## config.mk

```make
export PLATFORM = sky130hd
export DESIGN_NAME = l2_req_arbiter
export DESIGN_NICKNAME = d
export VERILOG_FILES = /design/src/rtl/l2_req_arbiter.sv
export SDC_FILE = /design/constraint.sdc
export NUM_CORES = 1
export LEC_CHECK = 0
export ABC_AREA = 0
export BUFFER_PORTS_ARGS = -buffer_cell sky130_fd_sc_hd__buf_2
export CAP_MARGIN = 30
export CORE_AREA = 2 2 345 347
export CTS_CLUSTER_SIZE = 12
export DETAILED_ROUTE_END_ITERATION = 8
export DIE_AREA = 0 0 347 349
export GPL_TIMING_DRIVEN = 0
export PLACE_DENSITY_LB_ADDON = 0.25
export SLEW_MARGIN = 25
export SYNTH_ARGS = -nofsm -noshare
export SYNTH_HDL_FRONTEND = slang
export SYNTH_SLANG_ARGS = --single-unit
```

## constraint.sdc

```tcl
create_clock -name clk -period 14.71 [get_ports clk]
set_input_delay 1.471 -clock clk [delete_from_list [all_inputs] [get_ports clk]]
set_output_delay 1.471 -clock clk [all_outputs]
set_load 0.02 [all_outputs]
```

## src/rtl/l2_req_arbiter.sv

```systemverilog
// Arbitrates the single L2 SRAM request port between HTIF and core0 through a one-entry
// holding stage, routing responses back by tag source bit. L2ARB_PERF_CNT_EN adds perf counters.
module l2_req_arbiter #(
  parameter int unsigned ADDR_W  = 26,
  parameter int unsigned DATA_W  = 128,
  parameter int unsigned TAG_W   = 4,
  parameter int unsigned MAX_OUT = 4
) (
  input  logic              clk,
  input  logic              reset,
  input  logic              htif_req_val,
  output logic              htif_req_rdy,
  input  logic              htif_req_rw,
  input  logic [13:0]       htif_req_addr,
  input  logic [DATA_W-1:0] htif_req_data,
  input  logic [TAG_W-1:0]  htif_req_tag,
  output logic              htif_resp_val,
  output logic              htif_resp_nack,
  output logic [DATA_W-1:0] htif_resp_data,
  output logic [TAG_W-1:0]  htif_resp_tag,
  input  logic              core_req_val,
  output logic              core_req_rdy,
  input  logic              core_req_rw,
  input  logic [ADDR_W-1:0] core_req_addr,
  input  logic [DATA_W-1:0] core_req_data,
  input  logic [TAG_W-1:0]  core_req_tag,
  output logic              core_resp_val,
  output logic              core_resp_nack,
  output logic [DATA_W-1:0] core_resp_data,
  output logic [TAG_W-1:0]  core_resp_tag,
  output logic              mem_req_val,
  input  logic              mem_req_rdy,
  output logic [1:0]        mem_req_rw,
  output logic [ADDR_W-1:0] mem_req_addr,
  output logic [DATA_W-1:0] mem_req_data,
  output logic [TAG_W:0]    mem_req_tag,
  input  logic              mem_resp_val,
  input  logic              mem_resp_nack,
  input  logic [DATA_W-1:0] mem_resp_data,
  input  logic [TAG_W:0]    mem_resp_tag
`ifdef L2ARB_PERF_CNT_EN
  ,
  output logic [31:0]       perf_htif_grants,
  output logic [31:0]       perf_core_grants,
  output logic [31:0]       perf_stall_cycles
`endif
);

  localparam int unsigned CntW  = 4;
  localparam int unsigned NTags = 1 << TAG_W;
  localparam logic [CntW-1:0] MaxOut = CntW'(MAX_OUT);

  typedef enum logic [0:0] {StIdle, StHold} state_e;

  state_e               state_q, state_d;
  logic                 prio_q;
  logic [1:0]           rw_q;
  logic [ADDR_W-1:0]    addr_q;
  logic [DATA_W-1:0]    data_q;
  logic [TAG_W:0]       tag_q;
  logic [CntW-1:0]      cnt_htif_q, cnt_htif_d, cnt_core_q, cnt_core_d;
  logic [NTags-1:0]     pend_htif_q, pend_htif_d, pend_core_q, pend_core_d;
  logic                 resp_hv_q, resp_hn_q, resp_cv_q, resp_cn_q;
  logic [DATA_W-1:0]    resp_data_q;
  logic [TAG_W-1:0]     resp_tag_q;

  logic elig_htif, elig_core, pick_htif, pick_core, grant;
  logic load_out, inc_htif, inc_core, resp_any, dec_htif, dec_core;
  logic [TAG_W-1:0] resp_idx;

  assign elig_htif = htif_req_val & (htif_req_rw | (cnt_htif_q < MaxOut));
  assign elig_core = core_req_val & (core_req_rw | (cnt_core_q < MaxOut));
  assign pick_htif = elig_htif & (prio_q | ~elig_core);
  assign pick_core = elig_core & ~pick_htif;
  assign grant     = htif_req_rdy | core_req_rdy;

  always_ff @(posedge clk) begin
    if (reset) begin
      state_q <= StIdle;
    end else begin
      state_q <= state_d;
    end
  end

  always_comb begin
    state_d = state_q;
    unique case (state_q)
      StIdle: if (pick_htif || pick_core) state_d = StHold;
      StHold: if (mem_req_rdy) state_d = StIdle;
    endcase
  end

  always_comb begin
    htif_req_rdy = 1'b0;
    core_req_rdy = 1'b0;
    mem_req_val  = 1'b0;
    unique case (state_q)
      StIdle: begin
        htif_req_rdy = pick_htif;
        core_req_rdy = pick_core;
      end
      StHold: mem_req_val = 1'b1;
    endcase
  end

  // Whoever wins hands priority to the other requester.
  always_ff @(posedge clk) begin
    if (reset) begin
      prio_q <= 1'b1;
    end else if (grant) begin
      prio_q <= core_req_rdy;
    end
  end

  always_ff @(posedge clk) begin
    if (htif_req_rdy) begin
      rw_q   <= {1'b1, htif_req_rw};
      addr_q <= ADDR_W'(htif_req_addr);
      data_q <= htif_req_data;
      tag_q  <= {1'b1, htif_req_tag};
    end else if (core_req_rdy) begin
      rw_q   <= {1'b0, core_req_rw};
      addr_q <= core_req_addr;
      data_q <= core_req_data;
      tag_q  <= {1'b0, core_req_tag};
    end
  end

  assign mem_req_rw   = rw_q;
  assign mem_req_addr = addr_q;
  assign mem_req_data = data_q;
  assign mem_req_tag  = tag_q;

  // Per-tag pending bits tell load responses apart from store responses.
  assign load_out = mem_req_val & mem_req_rdy & ~rw_q[0];
  assign inc_htif = load_out & rw_q[1];
  assign inc_core = load_out & ~rw_q[1];
  assign resp_any = mem_resp_val | mem_resp_nack;
  assign resp_idx = mem_resp_tag[TAG_W-1:0];
  assign dec_htif = resp_any & mem_resp_tag[TAG_W] & pend_htif_q[resp_idx];
  assign dec_core = resp_any & ~mem_resp_tag[TAG_W] & pend_core_q[resp_idx];

  function automatic logic [CntW-1:0] cnt_next(input logic [CntW-1:0] c, input logic inc,
                                               input logic dec);
    if (inc && !dec && c != MaxOut) return c + CntW'(1);
    if (dec && !inc && c != '0) return c - CntW'(1);
    return c;
  endfunction

  always_comb begin
    pend_htif_d = pend_htif_q;
    pend_core_d = pend_core_q;
    if (dec_htif) pend_htif_d[resp_idx] = 1'b0;
    if (dec_core) pend_core_d[resp_idx] = 1'b0;
    if (inc_htif) pend_htif_d[tag_q[TAG_W-1:0]] = 1'b1;
    if (inc_core) pend_core_d[tag_q[TAG_W-1:0]] = 1'b1;
    cnt_htif_d = cnt_next(cnt_htif_q, inc_htif, dec_htif);
    cnt_core_d = cnt_next(cnt_core_q, inc_core, dec_core);
  end

  always_ff @(posedge clk) begin
    if (reset) begin
      cnt_htif_q  <= '0;
      cnt_core_q  <= '0;
      pend_htif_q <= '0;
      pend_core_q <= '0;
    end else begin
      cnt_htif_q  <= cnt_htif_d;
      cnt_core_q  <= cnt_core_d;
      pend_htif_q <= pend_htif_d;
      pend_core_q <= pend_core_d;
    end
  end

  always_ff @(posedge clk) begin
    if (reset) begin
      resp_hv_q <= 1'b0;
      resp_hn_q <= 1'b0;
      resp_cv_q <= 1'b0;
      resp_cn_q <= 1'b0;
    end else begin
      resp_hv_q <= mem_resp_val & mem_resp_tag[TAG_W];
      resp_hn_q <= mem_resp_nack & mem_resp_tag[TAG_W];
      resp_cv_q <= mem_resp_val & ~mem_resp_tag[TAG_W];
      resp_cn_q <= mem_resp_nack & ~mem_resp_tag[TAG_W];
    end
    resp_data_q <= mem_resp_data;
    resp_tag_q  <= resp_idx;
  end

  assign htif_resp_val  = resp_hv_q;
  assign htif_resp_nack = resp_hn_q;
  assign htif_resp_data = resp_data_q;
  assign htif_resp_tag  = resp_tag_q;
  assign core_resp_val  = resp_cv_q;
  assign core_resp_nack = resp_cn_q;
  assign core_resp_data = resp_data_q;
  assign core_resp_tag  = resp_tag_q;

`ifdef L2ARB_PERF_CNT_EN
  logic [31:0] perf_htif_q, perf_core_q, perf_stall_q;

  always_ff @(posedge clk) begin
    if (reset) begin
      perf_htif_q  <= '0;
      perf_core_q  <= '0;
      perf_stall_q <= '0;
    end else begin
      if (htif_req_rdy) perf_htif_q <= perf_htif_q + 32'd1;
      if (core_req_rdy) perf_core_q <= perf_core_q + 32'd1;
      if ((htif_req_val || core_req_val) && !grant) perf_stall_q <= perf_stall_q + 32'd1;
    end
  end

  assign perf_htif_grants  = perf_htif_q;
  assign perf_core_grants  = perf_core_q;
  assign perf_stall_cycles = perf_stall_q;
`endif

endmodule

```

# == Word level (Yosys, flattened, before mapping) ==
# Index checks and enable logic that the tools add are counted.
# totals
reg_bits,338
n_memories,0
output_inout_bits,432
elab_cells,122
ramBits,0
latchBits,0
input_bits,446
mem_bits_ro,0
# op_classes
n_addsub,4
muxes,40
n_reduce_logical,20
n_bitwise,32
multipliers,0
n_div,0
n_eq_ne,2
shift,0
order_cmp,6
# ops
cell,count
128-bit 2-to-1 mux,2
16-bit 2-to-1 mux,4
4-bit 2-to-1 mux,10
16-bit AND,2
16-bit bitwise OR,2
14-bit 2-to-1 mux,2
1-bit 2-to-1 mux,17
1-bit AND,16
16-bit inverter,1
1-bit logical AND,10
4-bit by 5-bit less-than comparator with 1-bit output (second input constant),2
4-bit by 1-bit adder with 4-bit output (second input constant),2
1-bit binary-select mux with 4-bit select,2
1-bit demux with 4-bit select,2
4-bit by 1-bit >= comparator with 1-bit output (second input constant),2
4-bit by 3-bit less-than comparator with 1-bit output (second input constant),2
4-bit by 3-bit inequality test with 1-bit output (second input constant),2
4-bit nonzero test,2
4-bit by 1-bit subtractor with 4-bit output (second input constant),2
1-bit inverter,6
2-bit nonzero test,3
1-bit bitwise OR,5
1-bit zero test,4
1-bit one-hot mux with 2 select lines,1
1-bit logical OR,1

# == Logic depth before layout (Yosys ltp) ==
# Gate-level depths: netlist of the first run.
# logic_depth
word_depth,11
mapped_depth,9
depth_no_buf,7

# == Worst setup path after synthesis of the first run ==
# OpenSTA, ideal clock, no wires.
# synth_timing
path_kind,input-to-reg
start,input core_req_rw
end,"register addr_q[0], in the netlist mem_req_addr[0] (enable)"
setup_ns,0.499
setup_slack_ns,8.995
stages,6
path_buffers,1
required_time_ns,14.211
arrival_time_ns,5.216
path_cell_list,o21ai_0 -> nor2_1 -> nor3_2 -> nor2_1 -> clkbuf_1 -> inv_1
# synth_via
elab_chain_len,9
word_cells_on_any_way,10
classes_between,mux: 2; bitwise: 7; reduce/logical: 1
# synth_lines
element,line_no,source
start: declaration,23,"input logic core_req_rw,"
1-bit bitwise OR (*),72,assign elig_core = core_req_val & (core_req_rw | (cnt_core_q < MaxOut));
1-bit AND (*),72,
1-bit inverter,73,assign pick_htif = elig_htif & (prio_q | ~elig_core);
1-bit bitwise OR,73,
1-bit AND,73,
1-bit inverter,74,assign pick_core = elig_core & ~pick_htif;
1-bit AND,74,
1-bit 2-to-1 mux,97,unique case (state_q)
2-bit nonzero test (no source line) (*),--,
end signal: assignment,118,addr_q <= ADDR_W'(htif_req_addr);
end signal: assignment,123,addr_q <= core_req_addr;
end: declaration,58,logic [ADDR_W-1:0] addr_q;
# Mark *: on every way between the ends. The rest lies on a longest branch, timed or not.
# A chain may end at the register's enable or synchronous reset.

# == Worst setup path after layout of the first run ==
# layout_timing
start,input core_req_rw
end,output htif_req_rdy
# layout_via
elab_chain_len,6
# layout_lines
element,line_no,source
1-bit bitwise OR,72,
1-bit AND,72,
1-bit inverter,73,
1-bit bitwise OR,73,
1-bit AND,73,
1-bit 2-to-1 mux,97,
end: declaration,12,"output logic htif_req_rdy,"
# No other way between the ends.

==> flow_summary.json, run 1 <==
{
  "antenna_found_initial": 27,
  "dp_hpwl_mm": 56.2,
  "rr_startpoint": "cnt_htif_q[3]",
  "gr-usage-met3": 0.0334,
  "clock-root-buffer": "clkbuf_16",
  "layout-drive-gt1-share": 0.670,
  "vias_per_cell": 3.10,
  "intPower_mw": 1.97,
  "drtPass1Iterations": 4,
  "grt_use_met2": 0.171,
  "power.share.clock": 0.391,
  "crit_family": "buffers and inverters",
  "final_cells": 3425,
  "netSwitchingFraction": 0.314,
  "tns_ns": 0,
  "synth_xor_area_frac": 0.00276,
  "coreArea_sq_mm": 0.117,
  "busiest_layer": "met2",
  "fp-row-count": 126,
  "synthTopCellsByArea": "edfxtp_1, dfxtp_1, mux2_2",
  "syn_area_per_cell_sq_um": 13.8,
  "grt_setup_unrepaired": "no",
  "drv_slew": 0,
  "wl_per_cell_microns": 19.9,
  "numCtsBuffers": 48,
  "min_period_ns": 4.87,
  "end_kind": "output pin",
  "period_share": 0.331,
  "p_per_area_mw_per_mm2": 139,
  "die_y_microns": 349,
  "hold_viol_final": 0,
  "cpMaxStageDelayCell": "nor3_4",
  "ys_types": 47,
  "grt_use_met1": 0.136,
  "htreeDepth": 2,
  "start_util": 0.108,
  "ys_seq_elements": 338,
  "pwr-share-seq": 0.396,
  "grt_util_all_layers": 0.107,
  "route.detailed.drc": 0,
  "die_area_sq_mm": 0.121,
  "drtIter0Drc": 442,
  "muxShareOfSynthArea": 0.150,
  "cp-startpoint": "core_req_rw",
  "relSlewSlack": 0.465,
  "vias": 10600,
  "worstHoldStart": "pend_htif_q[7]",
  "crit_chain": "buf_2 -> o21ai_0 -> nor2_1 -> nor3_4 -> buf_8 -> clkbuf_1 -> buf_6 -> buf_2",
  "power_frac_comb": 0.213,
  "path_clk_slew_ns": 0.05,
  "gp_congestion": 0.786,
  "post-cts-setup-buffers": 0,
  "grt_max_degree": 86,
  "synth_top_cell_area_share": 0.347,
  "clk_latency_ns": 0.60,
  "grt_pass1_vias": 10500,
  "cts_buffer_depth": 3,
  "p_leak_nw": 9.08,
  "io_buffers": 877,
  "ys.flop_type": "dfxtp_1",
  "crit_top_cell": "buf_2",
  "hold_path_class": "reg2reg",
  "tritoncts": "yes",
  "crit_buf_inv": 5,
  "power.switching_mw": 0.899,
  "synth_top_area_cell": "edfxtp_1",
  "path_max_fanout": 6,
  "max-vdd-ir-drop_mv": 0.0879,
  "ios": 878,
  "crit_required_ns": 13.24,
  "yosysSeqAreaShare": 0.648,
  "worstPathArrival_ns": 3.40,
  "synth_area_sq_mm": 0.0127,
  "cap_violations": 0,
  "wl_mm": 68.0,
  "dp.cells": 3335,
  "async_flop_share": 0,
  "fp.dieW_microns": 347,
  "syn_nets": 1369,
  "nets": 2299,
  "nFillCells": 13200,
  "startpoint_type": "primary input",
  "ys_warn_count": 0,
  "yosys.area_share.adder": 0.00394,
  "cts_hold_buf": 0,
  "syn_inst": 919,
  "synth_edf_count": 147,
  "skew_ns": 0.0143,
  "max_clock_freq_mhz": 205,
  "crit_type": "in2out",
  "overflow": 0,
  "status": "finished, final reports clean",
  "synth-simple-area-share": 0.0452,
  "grt_pass1_wl_mm": 88.2,
  "synth_top_family_by_area": "multiplexers",
  "cts_resized": 0,
  "finalSetupViolations": 0,
  "syn_to_final_growth_pct": 62.0,
  "worst_pin_slew_ns": 0.803,
  "synth-compound-area-share": 0.0553,
  "cts.sink_count": 338,
  "ant_nets": 0,
  "critPathMaxStageDelay_ns": 0.42
}
## cells by family (layout without fill, tap and decap cells)
logic type	count (synthesis)	count (layout)
muxes	169	169
buffers and inverters	180	1147
and+or+nand+nor	117	117
AOI/OAI and AO/OA	107	107
other	0	3
adders and majority gates	4	4
DFF	338	338
xor gates and xnor gates	4	4
## cells in the final DEF, fill, tap and decap left out, types with 5 or more instances in the layout
master and instances:
nor3_1 5, mux2i_1 16, o31ai_1 10, nand2_1 38, buf_4 134, clkbuf_8 6
edfxtp_1 147, inv_1 11, clkbuf_16 50, clkinv_1 5, a21oi_1 36, dfxtp_1 191
mux2_2 149, a22o_1 12, nand2b_1 6, nor2b_1 11, clkbuf_1 28, buf_2 890
clkinv_2 8, nand3_1 19, o21ai_0 26, nor2_1 19
## area by class of cell
cell class / instances / area (sq um) / area share
multi-input combinational: 401 / 3270 / 0.159
tap: 1536 / 1920 / 0.0933
buffer: 168 / 1160 / 0.0563
clock inverter: 21 / 124 / 0.00602
antenna: 3 / 7.51 / 0.000365
sequential: 338 / 8240 / 0.400
timing repair buffer: 880 / 4440 / 0.216
clock buffer: 66 / 1370 / 0.0666
inverter: 12 / 52.6 / 0.00255
## path summary, 6_finish.rpt
check	endpoint	depth (start not counted)	slack, ns
setup / recovery	htif_req_rdy	8	9.84
hold / removal	pend_htif_q[7]	2	0.47
setup reg to reg	mem_req_data[42]	8	11.20
hold reg to reg	pend_htif_q[7]	2	0.47
## layer usage
metal / up-vias / wire [microns]
li1: 5025 / -
met1: 4981 / 28800
met2: 505 / 32000
met3: 85 / 5250
met4: 8 / 1930
met5: - / 48
## worst register-to-register path, cell delays in order (launching register included)
cell and delay (ns):
dfxtp_1 0.29, clkbuf_1 0.17, nor2_1 0.24, o21ai_0 0.22
nor3_4 0.51, nor2_1 0.21, clkbuf_1 0.37, inv_8 0.47
buf_16 0.51
## power groups by stage
| stage | sequential, mW | clock [mW] | combinational, mW |
|---|---|---|---|
| 3_3_place_gp | 1.17 | 0 | 0.630 |
| 5_1_grt | 1.14 | 1.22 | 0.657 |
| 3_5_place_dp | 1.15 | 0 | 0.633 |
| 4_1_cts | 1.14 | 1.18 | 0.636 |
| 2_1_floorplan | 1.27 | 0 | 0.201 |
| 6_report | 1.13 | 1.12 | 0.610 |
## Yosys cell counts (all sizes together) (16+ instances only)
master,count
a21oi,36
buf,148
clkbuf,20
dfxtp,191
edfxtp,147
mux2,151
mux2i,16
nand2,38
nand3,19
nor2,19
o21ai,26
## per-stage QoR
step	util	hold WS (ns)	instance area (sq um)	setup slack, ns	power, mW
4_1_cts	0.175	0.468	20600	9.60	2.95
6_report	0.175	0.468	20600	9.84	2.86
3_5_place_dp	0.163	0.453	19100	9.60	1.79
5_1_grt	0.175	0.488	20600	9.51	3.02
3_3_place_gp	0.162	0.455	19000	4.54	1.80
2_1_floorplan	-	0.448	12700	8.99	1.47
## registers in the layout (all words and copies together), names as in the netlist, 2 cells and up
name,flops
mem_req_addr,26
mem_req_data,128
pend_htif_q,16
cnt_core_q,4
core_resp_tag,4
pend_core_q,16
core_resp_data,128
mem_req_tag,4
mem_req_rw,2
cnt_htif_q,4
(Power assumes the default switching activity.)
==> inputs of run 2 (changes only) <==
Settings changed: ABC_AREA 0 to 1, CORE_AREA 2 2 345 347 to 2 2 340 342, DIE_AREA 0 0 347 349 to 0 0 342 344.
Clock period 14.71 ns to 5 ns, I/O delays scaled along.
==> flow_summary.json, run 2 <==
{
  "crit_buf_inv": 3,
  "route.detailed.drc": 0,
  "die_area_sq_mm": 0.118,
  "coreArea_sq_mm": 0.114,
  "syn_area_per_cell_sq_um": 9.54,
  "layout-drive-gt1-share": 0.464,
  "worst_pin_slew_ns": 0.804,
  "wl_per_cell_microns": 17.9,
  "max_clock_freq_mhz": 331,
  "rr_startpoint": "cnt_htif_q[2]",
  "rrSetupSlack_ns": 2.07,
  "ys.flop_type": "dfxtp_1",
  "final_common_cell": "buf_2",
  "ys_warn_count": 0,
  "synth-simple-area-share": 0.207,
  "synth_top_area_cell": "edfxtp_1",
  "vias_per_cell": 3.23,
  "synth_top_cell_area_share": 0.341,
  "cpMaxStageDelayCell": "clkbuf_1",
  "yosysSeqAreaShare": 0.636,
  "dp.cells": 3749,
  "start_util": 0.114,
  "crit_top_cell": "clkbuf_1",
  "synth_xor_area_frac": 0.00541,
  "grt_max_degree": 55,
  "synth_most_common_cell": "nand2_1",
  "overflow": 0,
  "grt_pass1_wl_mm": 92.5,
  "nets": 2857,
  "dp_hpwl_mm": 58.5,
  "period_share": 0.604,
  "path_max_fanout": 10,
  "async_flop_share": 0,
  "layout_common_cells": "buf_2, nand2_1, dfxtp_1",
  "pre_cts_ws_ns": 1.89,
  "cts.sink_count": 338,
  "status": "finished, final reports clean",
  "r2r-end": "mem_req_data[112]",
  "yosys.area_share.adder": 0.00386,
  "synth_top_family_by_area": "simple AND/OR/NAND/NOR gates",
  "ios": 878,
  "max-vdd-ir-drop_mv": 0.174,
  "path_clk_slew_ns": 0.06,
  "min_period_ns": 3.02,
  "cap_violations": 0,
  "syn_to_final_growth_pct": 70.4,
  "min_to": "core_resp_data[66]",
  "die_y_microns": 344,
  "crit_family": "buffers and inverters",
  "hold_viol_final": 0,
  "synthTopCellsByArea": "edfxtp_1, dfxtp_1, nand2_1",
  "synth_edf_count": 147,
  "grt_util_all_layers": 0.113,
  "relSlewSlack": 0.464,
  "clk_latency_ns": 0.60,
  "tritoncts": "yes",
  "whs_ns": 0.0559,
  "vias": 12800,
  "syn_nets": 1809,
  "crit_required_ns": 4.50,
  "drtPass1Iterations": 5,
  "tns_ns": 0,
  "antenna_found_initial": 5,
  "skew_ns": 0.0298,
  "syn_inst": 1359,
  "p_leak_nw": 10.7,
  "io_buffers": 876,
  "utilization": 0.194,
  "grt_pass1_vias": 12300,
  "cts_buffer_depth": 3,
  "ant_nets": 0,
  "crit_chain": "clkbuf_1 -> nor2_1 -> o221ai_2 -> nor2_4 -> clkbuf_1 -> buf_2",
  "reg2reg_depth": 9,
  "post-cts-setup-buffers": 0,
  "ys_seq_elements": 338,
  "crit_type": "reg2out",
  "hold_path_class": "in2reg",
  "hold_depth": 1,
  "gp_congestion": 0.820,
  "nFillCells": 12900,
  "wl_mm": 70.7,
  "synth-compound-area-share": 0.0389,
  "ys_types": 30,
  "drv_slew": 0,
  "p_per_area_mw_per_mm2": 384,
  "fin_area_sq_mm": 0.0221,
  "worstHoldStart": "mem_resp_data[66]",
  "muxShareOfSynthArea": 0,
  "synth_area_sq_mm": 0.0130,
  "synthTopCellsByCount": "nand2_1, dfxtp_1, edfxtp_1, buf_4, nor2_1",
  "numCtsBuffers": 45,
  "drtIter0Drc": 549,
  "critPathMaxStageDelay_ns": 0.43,
  "worstPathArrival_ns": 2.52,
  "grt_setup_unrepaired": "no",
  "fp.dieW_microns": 342,
  "startpoint_type": "flop",
  "final_cells": 3961,
  "finalSetupViolations": 0,
  "place_area_sq_mm": 0.0193,
  "end_kind": "output pin",
  "clock-root-buffer": "clkbuf_16",
  "fin_ws_ns": 1.98,
  "htreeDepth": 2,
  "fp-row-count": 124,
  "p_total_mw": 8.49
}
==> run 2: cell types whose count changed after synthesis, sizes merged, moves of 16 or more <==
| cell | delta |
|---|---|
| mux2i | -16 |
| mux2 | -151 |
| nand2 | +571 |
| buf | +21 |
| inv | +27 |
| o21ai | +23 |
| nor2 | +35 |
==> run 2: final cells by class <==
class,count,area [sq um],area share
Antenna cell,7,17.5,0.000793
Buffer,183,1260,0.0573
Timing Repair Buffer,1001,5670,0.257
Inverter,41,161,0.00731
Tap cell,1512,1890,0.0857
Clock inverter,16,176,0.00799
Multi-Input combinational cell,797,3300,0.150
Sequential cell,338,8240,0.373
Clock buffer,66,1360,0.0615
==> run 2: logic make-up (layout without fill, tap and decap cells) <==
logic type,count (synthesis),after routing
AO/OA/AOI/OAI,93,93
XOR/XNOR,8,8
adder cells (fa/ha/maj),4,4
buffers and inverters,224,1307
flip-flops,338,338
other,0,7
AND/OR/NAND/NOR,692,692
==> run 2: power breakdown <==
part | leakage (nW) | internal, mW | total (mW) | switching (mW)
sequential | 3.06 | 3.21 | 3.31 | 0.104
clock | 0.752 | 2.04 | 3.38 | 1.34
combinational | 6.91 | 0.584 | 1.80 | 1.21
total | 10.7 | 5.83 | 8.49 | 2.66
==> run 2: worst reg2reg max path, stage by stage (launching register included) <==
cell and delay, ns:
dfxtp_1 0.30, clkbuf_1 0.28, nor2_1 0.15, o221ai_2 0.26, nor2_4 0.14, inv_2 0.21, buf_2 0.57, buf_2 0.51
nand2_1 0.10, nand2_1 0.23
==> run 2: repair_timing <==
item / in CTS / in global routing
resized for setup: 0 / 0
hold buffers: 123 / 0
hold endpoints to repair: 123 / 0
setup endpoints to repair: 0 / 0
==> run 2: per-layer routing <==
metal  share of wire  global-route usage  vias up
met5         0.00018                   0        -
met4           0.030              0.0386        2
met3           0.079              0.0401       85
met2            0.46               0.178      519
met1            0.43               0.142     5859
li1                -                   -     6315
==> run 2: worst max-delay path by stage <==
stage,end,slack (ns),from,cells after the start
2_1_floorplan,mem_req_addr[0],0.61,core_req_rw,5
3_3_place_gp,mem_req_data[88],-2.52,core_req_rw,6
4_1_cts,htif_req_rdy,1.74,cnt_htif_q[2],6
6_report,htif_req_rdy,1.98,cnt_htif_q[2],6
5_1_grt,htif_req_rdy,1.64,cnt_htif_q[2],6
3_5_place_dp,mem_req_data[111],1.89,core_req_rw,9
==> inputs of run 3 (changes only) <==
Clock period 5 ns to 3.1 ns, I/O delays scaled along.
==> flow_summary.json, run 3 (same netlist as run 2, synthesis figures left out) <==
{
  "status": "finished, final reports clean",
  "crit_chain": "clkbuf_2 -> nor2_1 -> o221ai_2 -> nor2_4 -> clkbuf_4 -> buf_2 -> nand2_1 -> nand2_1 -> dlygate4sd3_1",
  "min_period_ns": 2.90,
  "tns_ns": 0,
  "cpMaxStageDelayCell": "dlygate4sd3_1",
  "startpoint_type": "flop",
  "drv_slew": 0,
  "cts.sink_count": 338,
  "critPathMaxStageDelay_ns": 0.58,
  "crit_type": "reg2reg",
  "relSlewSlack": 0.500,
  "skew_ns": 0.0263,
  "wl_mm": 71.4,
  "syn_to_final_growth_pct": 90.5,
  "crit_required_ns": 3.54,
  "hold_viol_final": 0,
  "vias_per_cell": 3.27,
  "drtPass1Iterations": 5,
  "ant_nets": 0,
  "gp_congestion": 0.806,
  "nets": 3116,
  "post-cts-setup-buffers": 0,
  "io_buffers": 876,
  "final_common_cell": "buf_2",
  "die_area_sq_mm": 0.118,
  "vias": 13800,
  "seqCellArea_sq_mm": 0.00824,
  "grt_max_degree": 27,
  "max-vdd-ir-drop_mv": 0.349,
  "layout-drive-gt1-share": 0.423,
  "grt_util_all_layers": 0.114,
  "end_kind": "flop",
  "clock-root-buffer": "clkbuf_16",
  "fp-row-count": 124,
  "grt_pass1_vias": 13700,
  "cts_buffer_depth": 3,
  "multiInputGateArea_sq_mm": 0.00333,
  "start_util": 0.114,
  "overflow": 0,
  "grt_setup_unrepaired": "yes",
  "crit_top_cell": "nand2_1",
  "ios": 878,
  "wl_per_cell_microns": 16.9,
  "clk_latency_ns": 0.60,
  "antenna_found_initial": 9,
  "max_clock_freq_mhz": 345,
  "layout_common_cells": "buf_2, nand2_1, dlygate4sd3_1",
  "grt_pass1_wl_mm": 95.8,
  "dp_hpwl_mm": 56.7,
  "route.detailed.drc": 0,
  "crit_family": "buffers and inverters",
  "path_clk_slew_ns": 0.05,
  "fp.dieW_microns": 342,
  "p_leak_nw": 11.8,
  "worstPathArrival_ns": 3.34,
  "whs_ns": 0.0524,
  "htreeDepth": 2,
  "finalSetupViolations": 0,
  "nFillCells": 12600,
  "drtIter0Drc": 439,
  "p_per_area_mw_per_mm2": 563,
  "hold_path_class": "in2reg",
  "tritoncts": "yes",
  "crit_buf_inv": 4,
  "cap_violations": 0,
  "coreArea_sq_mm": 0.114,
  "period_share": 0.935,
  "worst_pin_slew_ns": 0.749,
  "die_y_microns": 344,
  "path_max_fanout": 10,
  "numCtsBuffers": 45
}
[run 3: path summary, 6_finish.rpt]
check,from,to,slack [ns],depth (start not counted)
setup / recovery,cnt_htif_q[2],mem_req_data[26],0.20,9
hold / removal,core_req_data[8],mem_req_data[8],0.05,3
hold reg to reg,pend_htif_q[0],pend_htif_q[0],0.47,2
setup reg to reg,cnt_htif_q[2],mem_req_data[26],0.20,9
[run 3: timing repair]
item                                    in CTS  in global routing
endpoints found under the setup margin       1                 13
hold endpoints to repair                   267                  0
hold buffers                               377                  0
gates resized for setup                      2                  2
[run 3: worst reg2reg max path, stage by stage, from the launching register on]
cell,delay [ns]
dfxtp_1,0.29
clkbuf_2,0.15
nor2_1,0.24
o221ai_2,0.18
nor2_4,0.39
clkbuf_4,0.42
buf_2,0.32
nand2_1,0.08
nand2_1,0.10
dlygate4sd3_1,0.58
[run 3: report_power, final]
group | internal (mW) | switching [mW]
Sequential | 5.17 | 0.168
Combinational | 1.23 | 1.96
Clock | 3.18 | 2.18
Total | 9.58 | 4.31
[run 3: routing by layer]
metal  routed length [microns]  GRT usage
met4                      2220     0.0384
met3                      4230     0.0270
met5                        21          0
met2                     34500      0.193
met1                     30400      0.142
[run 3: area by class of cell]
type | count | share of cell area
repair buffers | 1260 | 0.337
flip-flops and latches | 338 | 0.334
multi-input cells | 797 | 0.135
well taps | 1512 | 0.0766
plain buffers | 183 | 0.0517
clock buffers | 65 | 0.0516
clock inverters | 18 | 0.00811
inverters | 41 | 0.00639
diodes | 3 | 0.000304
[run 3: metrics by stage]
| stage | cells | worst slack [ns] | power (mW) | area, sq um | utilization |
|---|---|---|---|---|---|
| 4_1_cts | 4214 | 0.0743 | 14.3 | 24700 | 0.217 |
| 5_1_grt | 4214 | -0.0319 | 14.6 | 24700 | 0.217 |
| 2_1_floorplan | 1359 | -0.412 | 6.77 | 13000 | - |
| 3_5_place_dp | 3754 | 0.211 | 8.26 | 19400 | 0.171 |
| 3_3_place_gp | 3747 | -2.94 | 8.23 | 19300 | 0.169 |
| 6_report | 4217 | 0.202 | 13.9 | 24700 | 0.217 |
